--- src/rtl/decode_sequencer.sv ---
// ---------------------------------------------------------------------------
// decode_sequencer
//
// Decode-stage sequencer between instruction fetch and execute. Fetched
// instructions land in a two-entry skid buffer (slot A drives the outputs,
// slot B absorbs one extra beat so that finstReady can be computed from
// registered state only). Each instruction is classified at enqueue into the
// 3-bit immediate-type code and an illegal-opcode flag. A flush empties the
// buffer and drops the incoming fetch beat. A saturating counter records
// every cycle in which execute back-pressures a valid instruction.
//
// Ports:
//   clk         core clock, all state updates on the rising edge
//   rstN        synchronous active-low reset
//   finstValid  fetch presents an instruction
//   finst       fetched instruction word
//   finstPc     PC of finst
//   finstReady  sequencer accepts finst this cycle
//   flush       discard all buffered and incoming instructions
//   dinstValid  decode output holds a valid instruction
//   dinst       instruction word ([31:7] feeds the immediate decoder)
//   dinstPc     PC of dinst
//   immType     000 I, 001 S, 010 B, 011 U, 100 J, 111 none
//   illegal     dinst has an unrecognised opcode
//   dinstReady  execute accepts dinst this cycle
//   stallCount  saturating count of cycles with dinstValid & !dinstReady
// ---------------------------------------------------------------------------
module decode_sequencer #(
    parameter int STALL_CNT_W = 16
) (
    input  logic                   clk,
    input  logic                   rstN,
    input  logic                   finstValid,
    input  logic [31:0]            finst,
    input  logic [63:0]            finstPc,
    output logic                   finstReady,
    input  logic                   flush,
    output logic                   dinstValid,
    output logic [31:0]            dinst,
    output logic [63:0]            dinstPc,
    output logic [2:0]             immType,
    output logic                   illegal,
    input  logic                   dinstReady,
    output logic [STALL_CNT_W-1:0] stallCount
);

    typedef enum logic [1:0] {
        ST_EMPTY = 2'd0,
        ST_ONE   = 2'd1,
        ST_TWO   = 2'd2
    } state_e;

    localparam logic [2:0] IMM_I    = 3'b000;
    localparam logic [2:0] IMM_S    = 3'b001;
    localparam logic [2:0] IMM_B    = 3'b010;
    localparam logic [2:0] IMM_U    = 3'b011;
    localparam logic [2:0] IMM_J    = 3'b100;
    localparam logic [2:0] IMM_NONE = 3'b111;

    localparam logic [STALL_CNT_W-1:0] STALL_MAX = {STALL_CNT_W{1'b1}};
    localparam logic [STALL_CNT_W-1:0] STALL_ONE = STALL_CNT_W'(1);

    // Opcode classifier: returns {illegal, immType}. Any opcode with
    // bits [1:0] != 2'b11 lands in the default arm and is flagged illegal.
    function automatic logic [3:0] classify(input logic [6:0] opcode);
        logic [3:0] res;
        case (opcode)
            7'b0010011, 7'b0000011, 7'b0011011,
            7'b1100111, 7'b1110011:              res = {1'b0, IMM_I};
            7'b0100011:                          res = {1'b0, IMM_S};
            7'b1100011:                          res = {1'b0, IMM_B};
            7'b0110111, 7'b0010111:              res = {1'b0, IMM_U};
            7'b1101111:                          res = {1'b0, IMM_J};
            7'b0110011, 7'b0111011, 7'b0001111:  res = {1'b0, IMM_NONE};
            default:                             res = {1'b1, IMM_NONE};
        endcase
        return res;
    endfunction

    // State and slot storage
    state_e                 state_q, state_d;
    logic [31:0]            a_inst_q, a_inst_d;
    logic [63:0]            a_pc_q, a_pc_d;
    logic [2:0]             a_imm_q, a_imm_d;
    logic                   a_ill_q, a_ill_d;
    logic [31:0]            b_inst_q, b_inst_d;
    logic [63:0]            b_pc_q, b_pc_d;
    logic [2:0]             b_imm_q, b_imm_d;
    logic                   b_ill_q, b_ill_d;
    logic [STALL_CNT_W-1:0] stall_count_q, stall_count_d;

    // Handshake and slot-load controls
    logic       enq_s;
    logic       deq_s;
    logic       load_a_new_s;
    logic       load_a_from_b_s;
    logic       load_b_s;
    logic [3:0] class_s;

    assign enq_s   = finstValid & finstReady & ~flush;
    assign deq_s   = dinstValid & dinstReady;
    assign class_s = classify(finst[6:0]);

    // Output comb: handshake outputs depend only on registered state and rstN
    always_comb begin
        finstReady = 1'b0;
        dinstValid = 1'b0;
        case (state_q)
            ST_EMPTY: begin
                finstReady = rstN;
                dinstValid = 1'b0;
            end
            ST_ONE: begin
                finstReady = rstN;
                dinstValid = 1'b1;
            end
            ST_TWO: begin
                finstReady = 1'b0;
                dinstValid = 1'b1;
            end
            default: begin
                finstReady = 1'b0;
                dinstValid = 1'b0;
            end
        endcase
    end

    // Next-state comb: occupancy transitions and which slot gets loaded
    always_comb begin
        state_d         = state_q;
        load_a_new_s    = 1'b0;
        load_a_from_b_s = 1'b0;
        load_b_s        = 1'b0;
        case (state_q)
            ST_EMPTY: begin
                if (enq_s) begin
                    load_a_new_s = 1'b1;
                    state_d      = ST_ONE;
                end else begin
                    state_d      = ST_EMPTY;
                end
            end
            ST_ONE: begin
                if (enq_s && deq_s) begin
                    load_a_new_s = 1'b1;
                    state_d      = ST_ONE;
                end else if (enq_s) begin
                    load_b_s     = 1'b1;
                    state_d      = ST_TWO;
                end else if (deq_s) begin
                    state_d      = ST_EMPTY;
                end else begin
                    state_d      = ST_ONE;
                end
            end
            ST_TWO: begin
                // finstReady is low here, so only a dequeue can move us
                if (deq_s) begin
                    load_a_from_b_s = 1'b1;
                    state_d         = ST_ONE;
                end else begin
                    state_d         = ST_TWO;
                end
            end
            default: begin
                state_d = ST_EMPTY;
            end
        endcase
        // Flush wins over every transition; slot contents become don't-care
        if (flush) begin
            state_d = ST_EMPTY;
        end else begin
            state_d = state_d;
        end
    end

    // Slot datapath comb: load slot A from fetch or from slot B, slot B from fetch
    always_comb begin
        a_inst_d = a_inst_q;
        a_pc_d   = a_pc_q;
        a_imm_d  = a_imm_q;
        a_ill_d  = a_ill_q;
        b_inst_d = b_inst_q;
        b_pc_d   = b_pc_q;
        b_imm_d  = b_imm_q;
        b_ill_d  = b_ill_q;
        if (load_a_new_s) begin
            a_inst_d = finst;
            a_pc_d   = finstPc;
            a_imm_d  = class_s[2:0];
            a_ill_d  = class_s[3];
        end else if (load_a_from_b_s) begin
            a_inst_d = b_inst_q;
            a_pc_d   = b_pc_q;
            a_imm_d  = b_imm_q;
            a_ill_d  = b_ill_q;
        end else begin
            a_inst_d = a_inst_q;
            a_pc_d   = a_pc_q;
            a_imm_d  = a_imm_q;
            a_ill_d  = a_ill_q;
        end
        if (load_b_s) begin
            b_inst_d = finst;
            b_pc_d   = finstPc;
            b_imm_d  = class_s[2:0];
            b_ill_d  = class_s[3];
        end else begin
            b_inst_d = b_inst_q;
            b_pc_d   = b_pc_q;
            b_imm_d  = b_imm_q;
            b_ill_d  = b_ill_q;
        end
    end

    // Stall counter comb: count back-pressured cycles, hold at all-ones
    always_comb begin
        stall_count_d = stall_count_q;
        if (dinstValid && !dinstReady && (stall_count_q != STALL_MAX)) begin
            stall_count_d = stall_count_q + STALL_ONE;
        end else begin
            stall_count_d = stall_count_q;
        end
    end

    // State register: synchronous active-low reset, flush does not touch the counter
    always_ff @(posedge clk) begin
        if (!rstN) begin
            state_q       <= ST_EMPTY;
            a_inst_q      <= 32'h0000_0000;
            a_pc_q        <= 64'h0000_0000_0000_0000;
            a_imm_q       <= IMM_NONE;
            a_ill_q       <= 1'b0;
            b_inst_q      <= 32'h0000_0000;
            b_pc_q        <= 64'h0000_0000_0000_0000;
            b_imm_q       <= IMM_NONE;
            b_ill_q       <= 1'b0;
            stall_count_q <= {STALL_CNT_W{1'b0}};
        end else begin
            state_q       <= state_d;
            a_inst_q      <= a_inst_d;
            a_pc_q        <= a_pc_d;
            a_imm_q       <= a_imm_d;
            a_ill_q       <= a_ill_d;
            b_inst_q      <= b_inst_d;
            b_pc_q        <= b_pc_d;
            b_imm_q       <= b_imm_d;
            b_ill_q       <= b_ill_d;
            stall_count_q <= stall_count_d;
        end
    end

    // Decode outputs come straight from slot A flops
    assign dinst      = a_inst_q;
    assign dinstPc    = a_pc_q;
    assign immType    = a_imm_q;
    assign illegal    = a_ill_q;
    assign stallCount = stall_count_q;

endmodule
--- config.mk ---
export PLATFORM = sky130hd
export DESIGN_NAME = decode_sequencer
export DESIGN_NICKNAME = d
export VERILOG_FILES = /design/src/rtl/decode_sequencer.sv
export SDC_FILE = /design/constraint.sdc
export NUM_CORES = 1
export LEC_CHECK = 0
export BUFFER_PORTS_ARGS = -buffer_cell sky130_fd_sc_hd__buf_4
export CORE_ASPECT_RATIO = 1.2
export CORE_UTILIZATION = 40
export CTS_CLUSTER_DIAMETER = 100
export CTS_CLUSTER_SIZE = 30
export DETAILED_ROUTE_END_ITERATION = 10
export SLEW_MARGIN = 20
export SYNTH_ARGS = -nofsm -noshare
export SYNTH_HDL_FRONTEND = slang
export SYNTH_SLANG_ARGS = --single-unit
--- constraint.sdc ---
create_clock -name clk -period 6.2 [get_ports clk]
set_input_delay 0.93 -clock clk [delete_from_list [all_inputs] [get_ports clk]]
set_output_delay 0.93 -clock clk [all_outputs]
set_load 0.01 [all_outputs]
==> implementation parameters, run 1 <==
Parameter                              Value

Synth
  Post-synth top area share ... 0.479
  Synth Area in Compound Gates ... 0.181
  Commonest cells in the netlist ... sky130_fd_sc_hd__nand2_1 (311), sky130_fd_sc_hd__dfxtp_1 (218), sky130_fd_sc_hd__a21oi_1 (111)
  Dominant combinational cell family by area after synthesis ... simple AND/OR/NAND/NOR gates
  Yosys warning count ... 0
  Number of distinct standard cells referenced by the synthesized netlist ... 53
  Fraction of the mapped netlist area in simple logic gates ... 0.268
  FFs w/ async S/R, synth ... 0
  Number of instances in the synthesized netlist ... 1151
  Mux share of post-synthesis cell area ... 0.00989
  Sequential share of the synthesized area ... 0.479
  Syn Area/Cell ... 7.92 um2
  Syn_nets ... 1259
  Total standard cell area after synthesis ... 9110 um2
  Arithmetic-cell share of the synthesized area counting full adders, half adders and majority gates ... 0.0108
  Flip-flop cell with the highest count after synthesis ... sky130_fd_sc_hd__dfxtp_1
  Most repeated cell in the gate-level netlist after synthesis ... sky130_fd_sc_hd__nand2_1
  Synthesized-area fraction occupied by xor and xnor cells ... 0.000961
  Synth Register Bits ... 218
  Number of synthesized flops with an enable pin ... 0
  Main area contributors after synthesis ... sky130_fd_sc_hd__dfxtp_1 (48%), sky130_fd_sc_hd__nand2_1 (13%), sky130_fd_sc_hd__a311oi_1 (9.3%)
  Cell taking the most area after synthesis ... sky130_fd_sc_hd__dfxtp_1

Route
  Via count of the routed design ... 8537
  Remaining design rule violation count ... 0
  Count of TritonRoute iterations in the first routing pass ... 5
  Starting DRC count in detailed routing ... 592
  Routed WL per cell ... 16.1 um
  Post-Route WL ... 25.1 mm
  Vias per cell ... 5.45
  Number of routed nets with antenna violations ... 0

Hold path
  Worst min-delay path startpoint ... b_pc_q[53]
  Type of the worst min-delay path ... reg2reg
  Capture endpoint of the worst hold path ... b_pc_q[53]
  Cells on Worst Hold Path ... 2

Global route
  Global-route usage over all layers ... 0.208
  Pin count of the biggest net entering global routing ... 112
  Total congestion overflow ... 0
  Wire length of the first global-routing pass ... 40.3 mm
  Initial antenna violation count ... 0
  Via count of the first global-routing pass ... 7679

Timing
  Worst slew margin relative to its limit ... 0.312
  Setup Total Neg Slack ... 0 ns
  Finish-stage setup viols ... 0
  Maximum clock rate ... 331 MHz
  Clock skew after layout ... 0.0153 ns
  Setup repair after global routing missed its margin ... no
  Transition time at the pin with the least slew margin ... 1.03 ns
  Fin crit share ... 0.488
  Final hold violation count ... 0
  Final Max Slew Viols ... 0
  Minimum clock period after layout ... 3.02 ns

Critical path
  CP Class ... in2out
  R2R Path End ... b_pc_q[21]
  Launch point of the worst reg-to-reg path ... state_q[1]
  Cell repeated most along the worst path ... sky130_fd_sc_hd__buf_4
  Flop2flop setup slack ... 3.22 ns
  Element type at the critical path end ... output pin
  Kind of start point of the critical path ... input pin
  Worst endpoint data arrival time ... 2.09 ns
  Required time of the worst setup path ... 5.27 ns
  Slowest-stage cell, CP ... sky130_fd_sc_hd__inv_6
  Max stage delay on crit path ... 0.58 ns
  Worst Path Max Fanout ... 111
  Critical-path cell list ... buf_4, inv_6, nor2_1, buf_4
  Worst-case reg-to-reg path depth ... 9

Layout
  Diodes inserted ... 0
  Fin nets ... 1394
  Area grow syn2layout ... 22.0%
  Layout cell share with drive strength beyond 1 ... 0.203
  Register Area ... 4360 um2
  Count of filler cells inserted in the layout ... 2241
  Area used by multi-input combinational logic ... 4320 um2

Floorplan
  Initial cell density of the core ... 0.407
  Core area ... 22400 um2
  Horizontal die dimension ... 140 um
  Die Footprint ... 23400 um2
  Chip height ... 167 um
  Count of standard-cell rows ... 60
  IO Count ... 219

Clock network
  Clock transition time at the flip-flop clock pins of the worst setup and hold paths ... 0.09 ns
  CTS buffer count ... 11
  Longest Clk Path Bufs ... 3
  TritonCTS clock tree ... built
  Number of clock sinks ... 218
  Clk_lat worst skew ... 0.47 ns
  CTS-repair resized insts ... 0
  Buffer count from post-CTS setup fixing ... 0
  Cell chosen for the clock root ... sky130_fd_sc_hd__clkbuf_16
  Post-CTS Hold Buffers ... 0
  Deepest level of the CTS H-tree ... 1

Power and ir drop
  Static Leak ... 0.00409 uW
  Power, Total ... 2530 uW
  P per Cell Area ... 227 nW/um2
  Maximum vdd ir drop ... 0.162 mV

Outcome
  Result of the run ... finished, final reports clean

Job
  Max Cap Viol ... 0

Placement
  HPWL Detailed ... 15.1 mm
  Port-buffer cells ... 218
  Routability Congestion ... 0.754
through the flow:
stage | cell area, um2 | hold slack, ns | std cells | util | setup WS, ns
finish | 11100 | 0.460 | 1565 | 0.497 | 3.18
global route | 11100 | 0.476 | 1565 | 0.497 | 2.94
CTS | 11100 | 0.461 | 1564 | 0.496 | 3.03
detailed placement | 10800 | 0.447 | 1551 | 0.482 | 2.66
global placement | 10800 | 0.442 | 1551 | 0.482 | 2.76
floorplan | 9110 | 0.437 | 1151 | - | 3.41
sequential cells by signal, summed over array words and instances, names as in the netlist:
name / cells
dinstPc: 64
b_ill_q: 1
state_q: 2
stallCount: 16
b_inst_q: 32
b_pc_q: 64
b_imm_q: 3
immType: 3
dinst: 32
illegal: 1
layout by cell type (no fill, tap or decap), drive strengths merged, types with 2 or more instances in the layout:
cell,netlist,layout
nor4,4,4
nor3b,2,2
buf,30,227
nor3,5,5
nor2,101,101
nand3,103,103
nand4,5,5
clkbuf,75,11
nand2b,5,5
nand2,311,311
a211oi,3,3
inv,9,10
ha,7,7
o21ai,7,7
o31ai,7,7
a311oi,97,97
dfxtp,218,218
a2111oi,2,2
or4,7,7
a21oi,111,111
nor2b,2,2
or3b,2,2
a31oi,2,2
or3,2,2
mux2i,9,9
and4,5,5
and2,2,2
worst max-delay path: cells and delay by family:
kind	cells	cell delay, ns
buffers and inverters	3	0.97
and+or+nand+nor	1	0.18
power breakdown:
group | leakage [uW] | switching (uW) | total [uW] | internal [uW]
clock | 0.000145 | 468 | 802 | 334
sequential | 0.00177 | 22.7 | 1460 | 1440
combinational | 0.00218 | 144 | 263 | 119
total | 0.00409 | 634 | 2530 | 1890
cell type report:
cell class	count	area share
Sequential cell	218	0.393
Timing Repair Buffer	227	0.156
Tap cell	279	0.0314
Multi-Input combinational cell	819	0.389
Clock buffer	11	0.0248
Clock inverter	2	0.00248
Inverter	9	0.00349
logic make-up (layout without fill, tap and decap cells):
family	after synthesis	count (layout)
compound gates	238	238
simple gates	563	563
flops	218	218
mux	9	9
buf+inv	114	249
xor+xnor	1	1
fa+ha+maj	8	8
worst max-delay path by stage:
stage,from,cells after the start,to
after global routing,state_q[1],9,b_pc_q[34]
after floorplan,rstN,5,finstReady
after global placement,rstN,8,dinstPc[22]
after CTS,state_q[1],9,dinstPc[13]
final,rstN,4,finstReady
after detailed placement,rstN,8,dinstPc[11]
layer usage:
metal,track usage,vias to the layer above,part of all wire
met2,0.343,224,0.47
met3,0.0332,27,0.057
met1,0.280,4012,0.46
li1,-,4274,-
met5,0,-,0
met4,0.0559,0,0.019
Note: power is estimated with default switching activity, not from simulation.
==> run 2: changes to the inputs <==
- ABC_AREA: unset -> 1
- clock period: 6.2 -> 2.83 ns (I/O delays scaled with it)
==> run 2 against run 1 <==
Compared with the run above:
- the run now ends with design-rule violations left
- synthesized cell count up 5.3%
- global-route usage up 0.82 points
- routed wire length up 1.9%
- sequential share of layout area up 0.43 points
- critical endpoint is now dinstPc[2]
- largest power group unchanged
==> implementation parameters, run 2 <==
Parameter                              Value

Outcome
  Result of the run ... complete, but fails checks
  Failing checks ... design-rule violations

Synth
  Number of synthesized flops with an enable pin ... 0
  Commonest cells in the netlist ... sky130_fd_sc_hd__nand2_1 (285), sky130_fd_sc_hd__nor2_1 (220), sky130_fd_sc_hd__dfxtp_1 (218)
  Post-synth top area share ... 0.487
  Total standard cell area after synthesis ... 8960 um2
  Number of distinct standard cells referenced by the synthesized netlist ... 33
  Yosys warning count ... 0
  Most repeated cell in the gate-level netlist after synthesis ... sky130_fd_sc_hd__nand2_1
  Number of instances in the synthesized netlist ... 1212
  Sequential share of the synthesized area ... 0.487
  Cell taking the most area after synthesis ... sky130_fd_sc_hd__dfxtp_1
  Flip-flop cell with the highest count after synthesis ... sky130_fd_sc_hd__dfxtp_1
  Syn Area/Cell ... 7.40 um2
  Synth Register Bits ... 218
  FFs w/ async S/R, synth ... 0
  Syn_nets ... 1320
  Main area contributors after synthesis ... sky130_fd_sc_hd__dfxtp_1 (49%), sky130_fd_sc_hd__nand2_1 (12%), sky130_fd_sc_hd__nor2_1 (9.2%)

Power and ir drop
  Power, Total ... 5400 uW
  Maximum vdd ir drop ... 0.383 mV
  Static Leak ... 0.00417 uW
  P per Cell Area ... 491 nW/um2

Route
  Via count of the routed design ... 8442
  Vias per cell ... 5.14
  Count of TritonRoute iterations in the first routing pass ... 8
  Number of routed nets with antenna violations ... 0
  Starting DRC count in detailed routing ... 523
  Detailed-routing wirelength on met1 ... 11.3 mm
  Met2 wire length ... 12.5 mm
  Routed WL per cell ... 15.6 um
  Post-Route WL ... 25.6 mm
  Detailed-routed wire length on met3 ... 1.35 mm
  Remaining design rule violation count ... 11
  Top Layer Used ... met4

Global route
  Global-route usage over all layers ... 0.216
  Initial antenna violation count ... 0
  Wire length of the first global-routing pass ... 40.8 mm
  Total congestion overflow ... 0
  Pin count of the biggest net entering global routing ... 106
  Via count of the first global-routing pass ... 7842

Layout
  Commonest non-fill, non-tap cells in the layout ... sky130_fd_sc_hd__nand2_1 (284), sky130_fd_sc_hd__buf_4 (229), sky130_fd_sc_hd__nor2_1 (220), sky130_fd_sc_hd__dfxtp_1 (218), sky130_fd_sc_hd__nand3_1 (111)
  Area grow syn2layout ... 22.6%
  Diodes inserted ... 0
  Cell area after layout ... 11000 um2
  Final core utilization ... 0.503
  Fin nets ... 1476
  Count of placed standard cells in the final layout, fillers left out ... 1642
  Leading cell type in the layout, fill and taps excluded ... sky130_fd_sc_hd__nand2_1
  Layout cell share with drive strength beyond 1 ... 0.198

Critical path
  Kind of start point of the critical path ... register
  Slowest-stage cell, CP ... sky130_fd_sc_hd__buf_4
  Worst endpoint data arrival time ... 2.84 ns
  CP Class ... reg2reg
  Required time of the worst setup path ... 3.23 ns
  Max stage delay on crit path ... 0.61 ns
  Critical-path cell list ... inv_1, ha_1, nor2_1, nor2_1, nand2_1, nor2_1, ha_1, nand2_1, nand2_4, buf_4, nand2_1, a31oi_1
  Worst Path Max Fanout ... 61
  Flop2flop setup slack ... 0.38 ns
  Element type at the critical path end ... register

Timing
  Worst slew margin relative to its limit ... 0.281
  Final hold violation count ... 0
  Minimum clock period after layout ... 2.45 ns
  Setup Total Neg Slack ... 0 ns
  Maximum clock rate ... 409 MHz
  Transition time at the pin with the least slew margin ... 1.08 ns
  Clock skew after layout ... 0.0320 ns
  Fin crit share ... 0.864
  Final Max Slew Viols ... 0
  Setup repair after global routing missed its margin ... no
  Finish-stage setup viols ... 0

Floorplan
  Die Footprint ... 23000 um2
  Core area ... 21900 um2
  IO Count ... 219
  Count of standard-cell rows ... 59
  Initial cell density of the core ... 0.410
  Horizontal die dimension ... 139 um
  Chip height ... 166 um

Job
  Max Cap Viol ... 0

Clock network
  CTS buffer count ... 11
  Buffer count from post-CTS setup fixing ... 0
  Longest Clk Path Bufs ... 3
  Post-CTS Hold Buffers ... 0
  TritonCTS clock tree ... built
  Clk_lat worst skew ... 0.47 ns
  Clock transition time at the flip-flop clock pins of the worst setup and hold paths ... 0.12 ns
  Cell chosen for the clock root ... sky130_fd_sc_hd__clkbuf_16
  Deepest level of the CTS H-tree ... 1
  Number of clock sinks ... 218
  CTS-repair resized insts ... 0

Placement
  Routability Congestion ... 0.839
  Placed cell count ... 1629
  Port-buffer cells ... 218
  HPWL Detailed ... 15.3 mm
  DP Area ... 10700 um2

Hold path
  Type of the worst min-delay path ... in2reg
## run 2: changes by cell type after synthesis, moves of 11 or more
cell,previous run,this run
sky130_fd_sc_hd__o21ai_0,7,102
sky130_fd_sc_hd__buf_1,13,2
sky130_fd_sc_hd__nand2_1,311,285
sky130_fd_sc_hd__a31oi_1,2,97
sky130_fd_sc_hd__a21oi_1,111,17
sky130_fd_sc_hd__inv_1,7,20
sky130_fd_sc_hd__a311oi_1,97,0
sky130_fd_sc_hd__nor2_1,101,220
sky130_fd_sc_hd__buf_2,16,27
sky130_fd_sc_hd__clkbuf_1,75,51
## run 2: cell type report
type | count | area [um2]
Clock buffer | 12 | 279
Fill cell | 2218 | 10900
Clock inverter | 1 | 30.0
Timing Repair Buffer | 232 | 1780
Multi-Input combinational cell | 882 | 4110
Tap cell | 274 | 343
Inverter | 23 | 92.6
Sequential cell | 218 | 4360
## run 2: stage by stage
step	setup slack (ns)	hold slack (ns)
detailed placement	0.398	0.460
global placement	0.501	0.453
CTS	0.357	0.190
global route	0.119	0.194
finish	0.385	0.207
floorplan	0.633	0.441
## run 2: power breakdown
part	internal (uW)	switching, uW	leakage (uW)
logic	224	278	0.00226
registers	3120	31.9	0.00176
clock network	734	1010	0.000148
total	4080	1320	0.00417
## run 2: kinds of logic (layout without fill, tap and decap cells)
group,count (synthesis),in the layout,synth area share
simple gates,640,640,0.294
compound gates,228,228,0.147
flops,218,218,0.487
buf+inv,112,268,0.0561
fa+ha+maj,7,7,0.00977
xor+xnor,7,7,0.00684
## run 2: critical path: cells and delay by family, from the launching register on
kind                       cells  cell delay, ns
and+or+nand+nor                7            0.70
DFF                            1            0.35
adders and majority gates      2            0.42
AOI/OAI and AO/OA              1            0.20
buffers and inverters          2            0.69
## run 2: path summary, 6_finish.rpt
path	from	to	depth (start not counted)
max	state_q[1]	dinstPc[2]	12
min	finstPc[21]	b_pc_q[21]	3
max reg2reg	state_q[1]	dinstPc[2]	12
min reg2reg	b_pc_q[57]	dinstPc[57]	2
## run 2: routing by layer
layer,track usage,vias to the layer above
met3,0.0323,28
met2,0.388,233
met4,0.0507,0
li1,-,4313
met1,0.271,3868
met5,0,-
==> run 3: changes to the inputs <==
- ABC_AREA: 1 -> unset
==> run 3 against run 2 <==
Compared with the run above:
- register-to-register slack got worse by 0.10 ns
- critical endpoint is now dinstPc[31]
- highest routed layer unchanged
- the flow now finishes without violations
- clock power increased by 2%
- sequential cell count unchanged
- non-clock buffer count increased by 8
- largest power group unchanged
- maximum frequency decreased by 4.0%
- sequential power increased by 1%
- setup slack got worse by 0.10 ns
- combinational power increased by 18%
- cell count decreased by 3.8%
==> implementation parameters, run 3 (same netlist as run 1, synthesis figures left out) <==
Parameter                              Value

Critical path
  Worst-case reg-to-reg path depth ... 9
  Slowest-stage cell, CP ... sky130_fd_sc_hd__o2bb2a_4
  Critical path depth ... 9
  Cell family with the largest share of critical-path delay ... compound AO/OA/AOI/OAI gates
  Startpoint of the most critical setup path ... state_q[1]
  Number of buffers and inverters on the critical path ... 2
  Worst endpoint data arrival time ... 2.93 ns
  Required time of the worst setup path ... 3.21 ns
  Element type at the critical path end ... register
  Worst Path Max Fanout ... 43
  Launch point of the worst reg-to-reg path ... state_q[1]
  Max stage delay on crit path ... 0.56 ns
  Critical-path cell list ... inv_1, ha_1, nor2_1, nor3b_1, ha_1, o2bb2a_4, buf_12, nor2_1, a311oi_1
  CP Class ... reg2reg
  Kind of start point of the critical path ... register

Layout
  Count of filler cells inserted in the layout ... 2194
  Register Area ... 4360 um2
  Count of placed standard cells in the final layout, fillers left out ... 1580
  Diodes inserted ... 0
  Leading cell type in the layout, fill and taps excluded ... sky130_fd_sc_hd__nand2_1
  Fin nets ... 1407
  Final core utilization ... 0.505
  Cell area after layout ... 11300 um2
  Area grow syn2layout ... 23.9%
  Area used by multi-input combinational logic ... 4320 um2
  Layout cell share with drive strength beyond 1 ... 0.211
  Commonest non-fill, non-tap cells in the layout ... sky130_fd_sc_hd__nand2_1 (309), sky130_fd_sc_hd__buf_4 (232), sky130_fd_sc_hd__dfxtp_1 (218), sky130_fd_sc_hd__a21oi_1 (111), sky130_fd_sc_hd__nand3_1 (102)

Timing
  Maximum clock rate ... 393 MHz
  Final hold violation count ... 0
  Worst slew margin relative to its limit ... 0.579
  Transition time at the pin with the least slew margin ... 0.632 ns
  Fin crit share ... 0.900
  Clock skew after layout ... 0.0194 ns
  Setup repair after global routing missed its margin ... no
  Finish-stage setup viols ... 0
  Setup Total Neg Slack ... 0 ns
  Final Max Slew Viols ... 0
  WHS ... 0.187 ns
  Minimum clock period after layout ... 2.55 ns

Route
  Via count of the routed design ... 8612
  Post-Route WL ... 25.4 mm
  Vias per cell ... 5.45
  Routed WL per cell ... 16.1 um
  Count of TritonRoute iterations in the first routing pass ... 4
  Starting DRC count in detailed routing ... 549
  Remaining design rule violation count ... 0
  Number of routed nets with antenna violations ... 0

Global route
  Global-route usage over all layers ... 0.213
  Wire length of the first global-routing pass ... 41.4 mm
  Via count of the first global-routing pass ... 7964
  Total congestion overflow ... 0
  Initial antenna violation count ... 0
  Pin count of the biggest net entering global routing ... 78

Floorplan
  Core area ... 22400 um2
  IO Count ... 219
  Horizontal die dimension ... 140 um
  Initial cell density of the core ... 0.407
  Die Footprint ... 23400 um2
  Chip height ... 167 um
  Count of standard-cell rows ... 60

Outcome
  Result of the run ... finished, final reports clean

Placement
  Routability Congestion ... 0.773
  Port-buffer cells ... 218
  DP Area ... 11000 um2
  Placed cell count ... 1565
  HPWL Detailed ... 16.0 mm

Clock network
  Number of clock sinks ... 218
  TritonCTS clock tree ... built
  CTS buffer count ... 11
  CTS-repair resized insts ... 0
  Buffer count from post-CTS setup fixing ... 0
  Clk_lat worst skew ... 0.47 ns
  Longest Clk Path Bufs ... 3
  Clock transition time at the flip-flop clock pins of the worst setup and hold paths ... 0.11 ns
  Deepest level of the CTS H-tree ... 1
  Post-CTS Hold Buffers ... 0
  Cell chosen for the clock root ... sky130_fd_sc_hd__clkbuf_16

Hold path
  Worst min-delay path startpoint ... finstPc[27]
  Cells on Worst Hold Path ... 3
  Type of the worst min-delay path ... in2reg

Power and ir drop
  Maximum vdd ir drop ... 0.339 mV
  Static Leak ... 0.00418 uW
  P per Cell Area ... 493 nW/um2

Job
  Max Cap Viol ... 0
-- run 3: worst paths after layout --
path / to / slack [ns]
worst max-delay path: dinstPc[31] / 0.28
worst min-delay path: b_pc_q[27] / 0.19
worst max register to register: dinstPc[31] / 0.28
worst min register to register: b_pc_q[55] / 0.46
-- run 3: final cells by class --
class / count / share of cell area
Clock inverter: 2 / 0.00222
Sequential cell: 218 / 0.386
Inverter: 9 / 0.00343
Clock buffer: 13 / 0.0259
Tap cell: 279 / 0.0309
Timing Repair Buffer: 240 / 0.168
Multi-Input combinational cell: 819 / 0.383
-- run 3: metal layers --
layer | track usage | part of all wire | wire length, um
met1 | 0.279 | 0.44 | 11300
met5 | 0 | 0 | 0
met2 | 0.370 | 0.49 | 12500
met3 | 0.0297 | 0.050 | 1270
met4 | 0.0463 | 0.014 | 345
-- run 3: through the flow --
step | total power [uW] | setup WS [ns]
after floorplan | 3530 | 0.543
after global placement | 3860 | 0.411
after detailed placement | 3860 | 0.268
after CTS | 5640 | 0.262
after global routing | 5790 | 0.0698
final | 5570 | 0.284
-- run 3: worst reg2reg max path, stage by stage, from the launching register on --
cell	delay, ns
sky130_fd_sc_hd__dfxtp_1	0.42
sky130_fd_sc_hd__inv_1	0.09
sky130_fd_sc_hd__ha_1	0.28
sky130_fd_sc_hd__nor2_1	0.15
sky130_fd_sc_hd__nor3b_1	0.09
sky130_fd_sc_hd__ha_1	0.20
sky130_fd_sc_hd__o2bb2a_4	0.56
sky130_fd_sc_hd__buf_12	0.29
sky130_fd_sc_hd__nor2_1	0.09
sky130_fd_sc_hd__a311oi_1	0.28
-- run 3: power by group --
group	switching [uW]	internal, uW
clock network	1020	759
logic	318	272
registers	49.1	3150
